--- src/rtl/fetch_seq.sv ---
`default_nettype none
// ============================================================================
// Module   : fetch_seq
// Purpose  : Multi-cycle instruction sequencer. Walks IDLE -> FETCH -> EXEC
//            -> WB, fetching one instruction word per pass, strobing the
//            datapath execute and writeback phases, advancing the program
//            counter (sequential or redirected) and counting retired
//            instructions. A halt request is honoured only at the WB
//            boundary; start resumes from HALT at the current pc.
//
//            Optional build macro FETCH_SEQ_MISALIGN_TRAP_EN: a redirect to a
//            target with non-zero low address bits traps to HALT from EXEC,
//            sets the sticky err flag and skips writeback. Without the macro
//            the target is force-aligned to a 4-byte boundary and err is 0.
//
// Ports    : clk, rst_n        clock, asynchronous active-low reset
//            start, halt_req   begin/resume sequencing, stop at boundary
//            imem_req/addr     fetch request and address (== pc)
//            imem_ack/rdata    fetch completion and instruction word
//            instruction       latched instruction to the datapath
//            exec_en, wb_en    one-cycle execute / writeback strobes
//            redirect(_pc)     branch/jump taken and target, sampled in EXEC
//            pc                current program counter
//            busy, halted      status: FETCH/EXEC/WB, HALT
//            err               sticky misaligned-target flag
//            retired           completed-instruction counter (wraps)
//
// Revision : 1.0  initial release
// ============================================================================
module fetch_seq #(
    parameter logic [63:0] RESET_PC = 64'h0,
    parameter int          CNT_W    = 32
) (
    input  logic             clk,
    input  logic             rst_n,
    input  logic             start,
    input  logic             halt_req,
    output logic             imem_req,
    output logic [63:0]      imem_addr,
    input  logic             imem_ack,
    input  logic [31:0]      imem_rdata,
    output logic [31:0]      instruction,
    output logic             exec_en,
    output logic             wb_en,
    input  logic             redirect,
    input  logic [63:0]      redirect_pc,
    output logic [63:0]      pc,
    output logic             busy,
    output logic             halted,
    output logic             err,
    output logic [CNT_W-1:0] retired
);

    localparam logic [2:0] S_IDLE  = 3'd0;
    localparam logic [2:0] S_FETCH = 3'd1;
    localparam logic [2:0] S_EXEC  = 3'd2;
    localparam logic [2:0] S_WB    = 3'd3;
    localparam logic [2:0] S_HALT  = 3'd4;

    localparam logic [CNT_W-1:0] c_cnt_one = {{(CNT_W-1){1'b0}}, 1'b1};

    logic [2:0]       r_state,    w_state_nxt;
    logic [63:0]      r_pc,       w_pc_nxt;
    logic [31:0]      r_instr,    w_instr_nxt;
    logic [CNT_W-1:0] r_retired,  w_retired_nxt;
    logic             r_err,      w_err_nxt;
    logic             r_redir,    w_redir_nxt;
    logic [63:0]      r_redir_pc, w_redir_pc_nxt;
    logic             w_trap;

    // Only a redirect taken in EXEC can trap; the low target bits decide it.
`ifdef FETCH_SEQ_MISALIGN_TRAP_EN
    assign w_trap = redirect && (redirect_pc[1:0] != 2'b00);
`else
    logic w_unused_lsbs;
    assign w_trap        = 1'b0;
    assign w_unused_lsbs = ^redirect_pc[1:0];
`endif

    always_ff @(posedge clk or negedge rst_n) begin
        if (!rst_n) begin
            r_state    <= S_IDLE;
            r_pc       <= RESET_PC;
            r_instr    <= 32'h0;
            r_retired  <= '0;
            r_err      <= 1'b0;
            r_redir    <= 1'b0;
            r_redir_pc <= 64'h0;
        end else begin
            r_state    <= w_state_nxt;
            r_pc       <= w_pc_nxt;
            r_instr    <= w_instr_nxt;
            r_retired  <= w_retired_nxt;
            r_err      <= w_err_nxt;
            r_redir    <= w_redir_nxt;
            r_redir_pc <= w_redir_pc_nxt;
        end
    end

    always_comb begin
        w_state_nxt    = r_state;
        w_pc_nxt       = r_pc;
        w_instr_nxt    = r_instr;
        w_retired_nxt  = r_retired;
        w_err_nxt      = r_err;
        w_redir_nxt    = r_redir;
        w_redir_pc_nxt = r_redir_pc;

        case (r_state)
            S_IDLE: begin
                if (start) begin
                    w_state_nxt   = S_FETCH;
                    w_pc_nxt      = RESET_PC;
                    w_retired_nxt = '0;
                end
            end
            S_FETCH: begin
                if (imem_ack) begin
                    w_instr_nxt = imem_rdata;
                    w_state_nxt = S_EXEC;
                end
            end
            S_EXEC: begin
                // Target is stored word-aligned; a misaligned one only
                // survives to here when the trap is disabled.
                w_redir_nxt    = redirect;
                w_redir_pc_nxt = {redirect_pc[63:2], 2'b00};
                if (w_trap) begin
                    w_err_nxt   = 1'b1;
                    w_state_nxt = S_HALT;
                end else begin
                    w_state_nxt = S_WB;
                end
            end
            S_WB: begin
                w_pc_nxt      = r_redir ? r_redir_pc : (r_pc + 64'd4);
                w_retired_nxt = r_retired + c_cnt_one;
                w_state_nxt   = halt_req ? S_HALT : S_FETCH;
            end
            S_HALT: begin
                if (start) begin
                    w_state_nxt = S_FETCH;
                end
            end
            default: begin
                w_state_nxt = S_IDLE;
            end
        endcase
    end

    // Status and strobes decode straight from the state register so that an
    // asynchronous reset clears them in the same cycle.
    assign imem_req    = (r_state == S_FETCH);
    assign imem_addr   = r_pc;
    assign instruction = r_instr;
    assign exec_en     = (r_state == S_EXEC);
    assign wb_en       = (r_state == S_WB);
    assign pc          = r_pc;
    assign busy        = (r_state == S_FETCH) || (r_state == S_EXEC) ||
                         (r_state == S_WB);
    assign halted      = (r_state == S_HALT);
    assign err         = r_err;
    assign retired     = r_retired;

endmodule
`default_nettype wire

--- config.mk ---
export PLATFORM = sky130hd
export DESIGN_NAME = fetch_seq
export DESIGN_NICKNAME = d
export VERILOG_FILES = /design/src/rtl/fetch_seq.sv
export SDC_FILE = /design/constraint.sdc
export NUM_CORES = 1
export LEC_CHECK = 0
export CAP_MARGIN = 5
export CORE_AREA = 3 3 185 187
export CTS_BUF_LIST = sky130_fd_sc_hd__clkbuf_2 sky130_fd_sc_hd__clkbuf_4 sky130_fd_sc_hd__clkbuf_8
export CTS_CLUSTER_SIZE = 30
export DETAILED_ROUTE_END_ITERATION = 16
export DIE_AREA = 0 0 188 190
export DONT_BUFFER_PORTS = 1
export PLACE_DENSITY = 0.45
export SYNTH_ARGS = -nofsm -noshare
export SYNTH_HDL_FRONTEND = slang
export SYNTH_SLANG_ARGS = --single-unit
--- constraint.sdc ---
create_clock -name clk -period 3.75 [get_ports clk]
set_input_delay 0.75 -clock clk [delete_from_list [all_inputs] [get_ports clk]]
set_output_delay 0.75 -clock clk [all_outputs]
set_load 0.02 [all_outputs]
# After elaboration in Yosys (flattened, before gate mapping)
# Cells that the tools add are included.
op_classes:
  n_reduce_logical: 8
  n_addsub: 2
  eq_ne: 7
  n_mux: 9
ops:
  columns: ["op", "count"]
  rows:
  - ["two-way mux 64 bit", 2]
  - ["one-hot mux 64 bit (2 select lines)", 1]
  - ["adder 64 x 3 -> 64 bit (second input constant)", 1]
  - ["one-hot mux 32 bit (2 select lines)", 1]
  - ["adder 32 x 1 -> 32 bit (second input constant)", 1]
  - ["two-way mux 32 bit", 1]
  - ["one-hot mux 3 bit (4 select lines)", 1]
  - ["two-way mux 3 bit", 3]
  - ["equality test 3 x 2 -> 1 bit (second input constant)", 2]
  - ["AND reduction 2 bit", 3]
  - ["inequality test 2 x 1 -> 1 bit (second input constant)", 2]
  - ["equality test 3 x 1 -> 1 bit (second input constant)", 1]
  - ["equality test 3 bit (second input constant)", 1]
  - ["logical NOT 3 bit", 1]
  - ["logical OR 1 bit", 2]
  - ["inequality test 2 bit (second input constant)", 1]
  - ["nonzero test 2 bit", 1]
  - ["OR reduction 2 bit", 1]
totals:
  elab_cells: 32
  register_bits: 194

# Depth between registers and ports, before layout
# Gate-level depths: netlist of the first run.
logic_depth:
  depth_word: 4
  ltp_mapped: 9

# Worst setup path before layout of the first run
# Ideal clock, no wire load.
synth_path:
  path_type: "reg2reg"
  from: "reg r_pc[18] (netlist: imem_addr[18])"
  to: "reg r_pc[33] (netlist: imem_addr[33])"
  arrival_ns: 2.361
  setup_slack_ns: 1.264
  setup_ns: 0.126
  stages_incl_launch_ff: 9
  n_path_buf: 2
  cell_sequence: "dfrtp_1 -> buf_2 -> nand4_2 -> or4_4 -> or3_1 -> buf_6 -> o21ai_0 -> nand2_1 -> a221o_1"
synth_between:
  elab_chain_cells: 3
synth_rtl:
  columns: ["element", "line", "source"]
  rows:
  - ["start: declaration", "63", "logic [63:0] r_pc, w_pc_nxt;"]
  - ["start signal: assignment", "91", "r_pc <= w_pc_nxt;"]
  - ["adder 64 x 3 -> 64 bit", "136", "w_pc_nxt = r_redir ? r_redir_pc : (r_pc + 64'd4);"]
  - ["two-way mux 64 bit", "136", null]
  - ["one-hot mux 64 bit (2 select lines)", "109", "case (r_state)"]
# Every way passes these cells.
# A chain may end at the register's enable or synchronous reset.

# Worst setup path in the final report of the first run
layout_path:
  from: "reg r_pc[14] (netlist: imem_addr[14])"
  to: "reg r_pc[31] (netlist: imem_addr[31])"
# The elaborated chain is that of the path after synthesis.

==> summary.md, run 1 <==
In this run the deepest clock path goes through 2 buffers. Layout-stage area growth over the synthesis result: 6.55%. After detailed placement, the design holds a cell count of 1324. Summed over all instances, the cell type with the most area after synthesis is sky130_fd_sc_hd__dfrtp_1. In this run the power density over the cells is 769 mW/mm². The number of synthesized flops with an enable pin was 0.

For the buffers inserted during post-CTS setup optimization, the log shows 0. At the worst endpoint, the arrival time is 3.30 ns. The switching share of power was 0.433. Across the whole layout, storage elements account for 0.00481 mm².

The cell sitting at the root of the clock tree is a sky130_fd_sc_hd__clkbuf_8. Counting flops and latches in the post-synthesis netlist gives 192. In the routed layout, each cell is associated on average with a via count of 5.35. In the final routed layout, each cell accounts on average for 21.6 µm. In the final timing run, aggregate negative setup slack is 0 ns. The worst register-to-register path begins at imem_addr[14]. At the later pin of the worst-skew pair, clock insertion delay measures 0.50 ns. The tools report the final cell count without fillers as 1360.

Counting I/O delays and the setup requirement, the final critical path takes 2.90 ns. Of all nets on the critical path, the largest fanout is 10. Entering global routing, the biggest net connects 193 pins. The total congestion overflow is 0, and the required time reported for the critical path endpoint is 4.14 ns.

Cell internal power was estimated by the tool at 4.53 mW. Die footprint: 0.0357 mm². The slowest stage of the critical path belongs to the cell sky130_fd_sc_hd__dfrtp_1.

For the max-capacitance violation count, the log shows 0. The peak clock frequency supported by timing is 344 MHz, and the horizontal die dimension is 188 µm. The tools report the final number of hold-violating endpoints as 129. The number of standard-cell rows in the floorplan came out at 66.

The capture point of the critical path was imem_addr[31]. Post-CTS repair changed the size of 0 cells. The worst register-to-register path ends at imem_addr[31]. The share of Yosys cell area claimed by the top area cell type was 0.493; the first-pass GRT wire length was 45500 µm.

The final standard cell utilization of the core is 0.318, and the final weighted congestion in routability-driven placement is 0.749. Setup repair after global routing left no endpoint under its margin. The run gives 56 as the post-synthesis cell type count. For this design the static power due to leakage is 4.12 nW. The number of global-route vias before repair came out at 7278. The max-slew violation total from the final report came out at 0.

The die span in y is 190 µm, and the async set or reset register ratio after synthesis is 1.00. Fill cells in the final layout number 3390. TritonCTS built the clock tree. The tools report the launching element type of the critical path as a flip-flop. The Yosys step of the flow raised 0 warnings. In this run, CTS created clock tree buffers numbering 17. The floorplan step defined a core boundary enclosing 0.0326 mm². Critical path class: flip-flop to flip-flop. The share of the clock period used by the worst path after layout came out at 0.775. In this run the remaining antenna-violating nets after routing total 0. Netlist area before placement: 0.00974 mm². At the pin with the least slew margin, the transition time is 0.828 ns. The part of the power in combinational logic came out at 0.307. Tracing the worst setup path back leads to its startpoint at imem_addr[14]. The count of input and output buffers was 0. In this design, the stage delay of the slowest critical-path cell is 0.66 ns. The share of final-layout standard cells stronger than drive strength 1 was 0.207; the final clock skew was 0.0199 ns.

The number of cells on the worst reg-to-reg path was 6; the initial antenna violation count was 14. VDD sags by at most 0.000365 V. The run gives 0.180 as the part of the power in the clock network.

Sorting the synthesized cells by area gives the leading types as sky130_fd_sc_hd__dfrtp_1 (49%), sky130_fd_sc_hd__mux2_2 (11%), sky130_fd_sc_hd__o21ai_0 (5.3%), sky130_fd_sc_hd__buf_4 (5.2%), sky130_fd_sc_hd__nand3_1 (2.5%). After legalization and detailed placement, the total HPWL measured 20200 µm. The first routing iteration left 400 violations. For this run, design rule violations remaining after detail routing come to 0. Walking the worst path, the cells encountered are nand3_1 -> or3_1 -> or3_1 -> o21ai_0 -> nand2_1 -> a221o_1. Clock tree synthesis found a total of 192 sinks. 300 I/O pins were placed.

The first detailed-routing pass took 5 iterations. The starting density of the core is 0.299. The analysis attributes to net switching a power of 3.45 mW. At the end of the flow, the number of nets in the layout was 1005. The overall power was 7.98 mW. The cell that appears most often on the critical path is sky130_fd_sc_hd__or3_1. The critical path depth is 6, and the sequential share of power is 0.513. The total wire length after detailed routing was 29400 µm; the number of setup violations in the final report was 0. Averaged over all synthesized cells, the footprint is 10.2 µm². The logs give -0.0484 ns for the worst hold slack and 0.493 for the part of the Yosys area used for sequential elements. The tools report the register-to-register setup slack as 0.85 ns.

The worst max-slew margin expressed relative to the limit came out at 0.447. The path class of the lowest-slack min-delay path was primary input to async pin. The number of H-tree branching levels came out at 4. After clock tree synthesis, the clock-pin slew on the worst setup and hold paths is 0.11 ns. The flow ran to the end, but the final reports show violations. Grouping stages by cell kind, the critical path spends the most delay in simple AND/OR/NAND/NOR gates. The routed layout has 7277 vias.

STA classifies the critical path endpoint as a flip-flop. The number of buffer and inverter stages on the critical path was 0; the total area of multi-input combinational cells was 0.00421 mm². The cell count after synthesis was 952. Among all flip-flop cells after synthesis, the most frequent one is sky130_fd_sc_hd__dfrtp_1.

Total global-route track usage: 0.165. The checks that failed: hold timing.
==> cell families (layout without fill, tap and decap cells) <==
kind of cell	after synthesis	in the layout	share of synthesized area
compound gates	229	229	0.143
flops	192	192	0.493
buf+inv	129	87	0.0770
other cells	1	9	0.000385
simple gates	289	289	0.159
xor+xnor	10	10	0.00899
mux	100	100	0.115
fa+ha+maj	2	2	0.00257
==> through the flow <==
stage | area, µm² | setup slack (ns) | hold WS [ns]
6_report | 10400 | 0.845 | -0.0484
5_1_grt | 10400 | 0.650 | -0.119
4_1_cts | 10400 | 0.854 | -0.114
3_5_place_dp | 9970 | 0.864 | 0.460
3_3_place_gp | 9970 | 0.881 | 0.459
2_1_floorplan | 9750 | 1.26 | 0.445
==> flip-flops by register name, indices dropped and copies added, names as in the netlist <==
register     count
instruction     32
imem_addr       62
r_redir_pc      62
r_state          3
r_redir          1
retired         32
==> power groups by stage <==
| stage | logic (mW) | registers, mW | clock network, mW |
|---|---|---|---|
| after floorplan | 2.17 | 3.80 | 0 |
| after global placement | 2.44 | 4.15 | 0 |
| final | 2.45 | 4.10 | 1.44 |
| after global routing | 2.75 | 4.24 | 1.59 |
| after CTS | 2.49 | 4.11 | 1.50 |
| after detailed placement | 2.49 | 4.14 | 0 |
==> cell usage after synthesis (all sizes together), types with 6 or more instances <==
| cell type | instances |
|---|---|
| nand2 | 62 |
| o31ai | 9 |
| a21oi | 31 |
| a22oi | 21 |
| inv | 10 |
| o21ai | 109 |
| buf | 74 |
| mux2 | 95 |
| and4 | 13 |
| dfrtp | 192 |
| nor4 | 15 |
| nand4 | 25 |
| nor2 | 52 |
| clkbuf | 45 |
| nand3 | 48 |
| nor3 | 26 |
| a31oi | 14 |
| o211ai | 12 |
| and3 | 15 |
| and2 | 12 |
| xnor2 | 6 |
| or3 | 6 |
| o311ai | 7 |
==> area by class of cell <==
cell class,instances,area share
diodes,4,0.000965
clock buffers,20,0.0253
clock inverters,12,0.0127
inverters,10,0.00362
multi-input cells,635,0.406
flip-flops and latches,192,0.463
well taps,442,0.0533
repair buffers,45,0.0350
==> layer usage <==
metal  track usage  wire (µm)  part of all wire
met5             0        118            0.0040
met4        0.0395        269            0.0092
met3        0.0798       2920             0.099
met2         0.252      13200              0.45
met1         0.211      12900              0.44
==> placed cells by master, fill, tap and decap left out, types with 14 or more instances in the layout <==
cell type and n:
sky130_fd_sc_hd__dfrtp_1 191, sky130_fd_sc_hd__o21ai_0 104, sky130_fd_sc_hd__mux2_2 95, sky130_fd_sc_hd__nand2_1 62, sky130_fd_sc_hd__nor2_1 50, sky130_fd_sc_hd__nand3_1 48
sky130_fd_sc_hd__buf_4 43, sky130_fd_sc_hd__a21oi_1 31, sky130_fd_sc_hd__nand4_1 24, sky130_fd_sc_hd__nor3_1 23, sky130_fd_sc_hd__a22oi_1 21, sky130_fd_sc_hd__clkbuf_8 18
sky130_fd_sc_hd__and3_1 15, sky130_fd_sc_hd__a31oi_1 14
==> worst min path at each step <==
| stage | start | to | depth (start not counted) |
|---|---|---|---|
| floorplan | rst_n | imem_addr[10] | 0 |
| CTS | rst_n | r_redir_pc[28] | 0 |
| finish | rst_n | retired[27] | 0 |
| global placement | rst_n | retired[27] | 0 |
| detailed placement | rst_n | retired[27] | 0 |
| global route | rst_n | instruction[29] | 0 |
(Power assumes the default switching activity.)
==> run 2, diff against run 1 <==
Settings changed: PLACE_DENSITY 0.45 to 0.47.
Clock period 3.75 ns to 2.54 ns, I/O delays scaled along.
==> run 2 against run 1 <==
The run still ends with hold timing left. Worst hold slack worse by 0.25 ns. Power up 52%. Register-to-register slack got worse by 0.66 ns. Non-clock buffer count is 48 higher.
==> summary.md, run 2 (synthesis results as in run 1) <==
The flow ran to the end, but the final reports show violations. The checks that failed: hold timing. Setup repair after global routing left no endpoint under its margin. Buffers inserted during post-CTS setup optimization: 0.

The largest vdd supply drop came out at 0.000529 V. The worst setup path is captured at a flip-flop. The max-capacitance violation count is 0, and the starting density of the core is 0.299. The arrival time at the worst endpoint came out at 2.75 ns. The leakage component of the power is 4.37 nW, and the horizontal die dimension is 188 µm. In the final design database the tool counted 1053 nets. The first global-routing pass estimated 45700 µm of wire. The tools report the total vias in the final route as 7377. The floorplan has 66 rows. After detailed routing, the number of vias per cell comes to 5.25. For the number of H-tree branching levels, the log shows 4.

In this design, the stage delay of the slowest critical-path cell is 0.59 ns. The logs give 0.237 for the worst max-slew margin expressed relative to the limit and 0.0190 ns for the final clock skew. Compared with the post-synthesis result, the final layout area differs by 10.7%. For the pin with the worst max-slew slack, the measured transition is 1.14 ns. The share of final-layout standard cells stronger than drive strength 1 was 0.248; the minimum period implied by the final worst setup slack was 2.36 ns. For the final number of hold-violating endpoints, the log shows 192.

TritonCTS built the clock tree. The endpoint identified for the worst register-to-register timing path is imem_addr[33]. In this run the deepest clock path goes through 2 buffers. The worst setup path is launched from a flip-flop. Critical path class: flip-flop to flip-flop. In the layout the commonest cells are sky130_fd_sc_hd__dfrtp_1 (191), sky130_fd_sc_hd__o21ai_0 (104), sky130_fd_sc_hd__mux2_2 (95), sky130_fd_sc_hd__buf_4 (91), sky130_fd_sc_hd__nand2_1 (62). Total congestion overflow: 0. The cell area after placement was 0.0103 mm²; the total global-route track usage was 0.165. Clock-pin slew was measured on the worst setup and hold paths at 0.11 ns. In this run the critical register-to-register path is launched from imem_addr[19].

The path class of the lowest-slack min-delay path is primary input to async pin. The total number of clock tree sinks was 192. The number of cells on the worst reg-to-reg path is 7, and the number of routed nets with antenna violations is 0.

At the later pin of the worst-skew pair, clock insertion delay measures 0.50 ns. Number of optimization iterations in the first detailed-route pass: 5. On the critical path, the stage with the largest delay is an instance of sky130_fd_sc_hd__or4_4. Entering global routing, the biggest net connects 193 pins.

In this run the power density over the cells is 1130 mW/mm². The CTS buffer count was 17. The floorplan step defined a die boundary enclosing 0.0357 mm². Timing analysis after detailed placement gives a worst setup slack of 0.208 ns. The final cell count without fillers came out at 1406.

Setup violations remaining at the end of the flow were counted as 0. STA puts the critical path data required time at 2.93 ns. For the initial antenna violation count, the log shows 11. Traced cell by cell, the critical path runs through nand4_2 -> or4_4 -> or3_1 -> buf_4 -> o21ai_0 -> nand2_1 -> a221o_1.

The number of global-route vias before repair was 7370; the average wire per cell in the routed design was 20.9 µm. The share of the clock period used by the worst path after layout was 0.928; the worst setup margin was 0.183 ns. From bottom edge to top edge, the die measures 190 µm. The library cell used most frequently in the layout, excluding fill and tap cells, is sky130_fd_sc_hd__dfrtp_1. The register-to-register setup slack is 0.18 ns. The I/O pin count came out at 300. The run gives 0 ns as the final total negative setup slack. The run gives 0.330 as the final standard cell utilization of the core.

In this run the worst path has a maximum fanout of 9. The cell sitting at the root of the clock tree is a sky130_fd_sc_hd__clkbuf_8. The floorplan step defined a core boundary enclosing 0.0326 mm². The final weighted congestion in routability-driven placement was 0.789; the count of input and output buffers was 0. Once layout is done, the placed cells without fillers occupy 0.0108 mm².

After the first detailed-routing iteration, the DRC count stood at 435. After detailed placement, the design holds a cell count of 1372. Detailed placement ended at an HPWL of 20300 µm.

The total wire length after detailed routing is 29500 µm, and the peak clock frequency supported by timing is 424 MHz. The count of unresolved DRC violations after routing was 0. The worst hold slack was -0.299 ns. The max-slew violation total from the final report came out at 0.
==> run 2: cell count changes in the layout (fill, tap and decap cells not counted), sizes merged <==
cell      previous run  this run
buf                 45        93
clkinv               5         2
clkinvlp             1         4
diode                4         2
bufinv               2         3
clkbuf              20        19
==> run 2: layer usage <==
metal  global-route usage  vias up  wire length, µm
li1                     -     3429                -
met1                0.212     3624            12900
met2                0.260      274            13600
met5                    0        -               98
met3               0.0680       32             2460
met4               0.0398       18              359
==> run 2: worst max-delay path by stage <==
stage	from	end	slack (ns)	cells past startpoint
final	imem_addr[19]	imem_addr[33]	0.18	7
after CTS	imem_addr[19]	imem_addr[48]	0.18	6
after detailed placement	imem_addr[19]	imem_addr[48]	0.21	6
after global placement	imem_addr[19]	imem_addr[33]	0.22	7
after floorplan	imem_addr[18]	imem_addr[33]	0.05	8
after global routing	imem_addr[21]	imem_addr[31]	0.07	7
==> run 2: critical path, delay by kind of cell, from the launching register on <==
family | cells | cell delay, ns
and+or+nand+nor | 4 | 1.17
AOI/OAI and AO/OA | 2 | 0.48
DFF | 1 | 0.38
buffers and inverters | 1 | 0.20
==> run 2: where the power goes <==
group          switching [mW]  internal, mW  total (mW)
logic                    2.77          1.79        4.56
registers                1.18          4.16        5.34
clock network            1.21          1.03        2.24
total                    5.16          6.98        12.1
==> run 2: cell type report <==
cell class | instances | area [µm²]
fillers | 3358 | 21800
diodes | 2 | 5.00
multi-input cells | 635 | 4220
flip-flops and latches | 192 | 4810
clock inverters | 13 | 175
inverters | 10 | 37.5
repair buffers | 93 | 723
clock buffers | 19 | 255
well taps | 442 | 553
==> run 2: what timing repair did <==
item / 4_1_cts / 5_1_grt
hold endpoints to repair: 192 / 192
resized for setup: 0 / 2
endpoints found under the setup margin: 0 / 3
==> run 2: per-stage QoR <==
stage                     total power [mW]  hold slack, ns
final                                 12.1          -0.299
after global routing                  13.0          -0.349
after CTS                             12.3          -0.357
after detailed placement              10.0           0.220
after global placement                9.96           0.223
after floorplan                       8.81           0.212
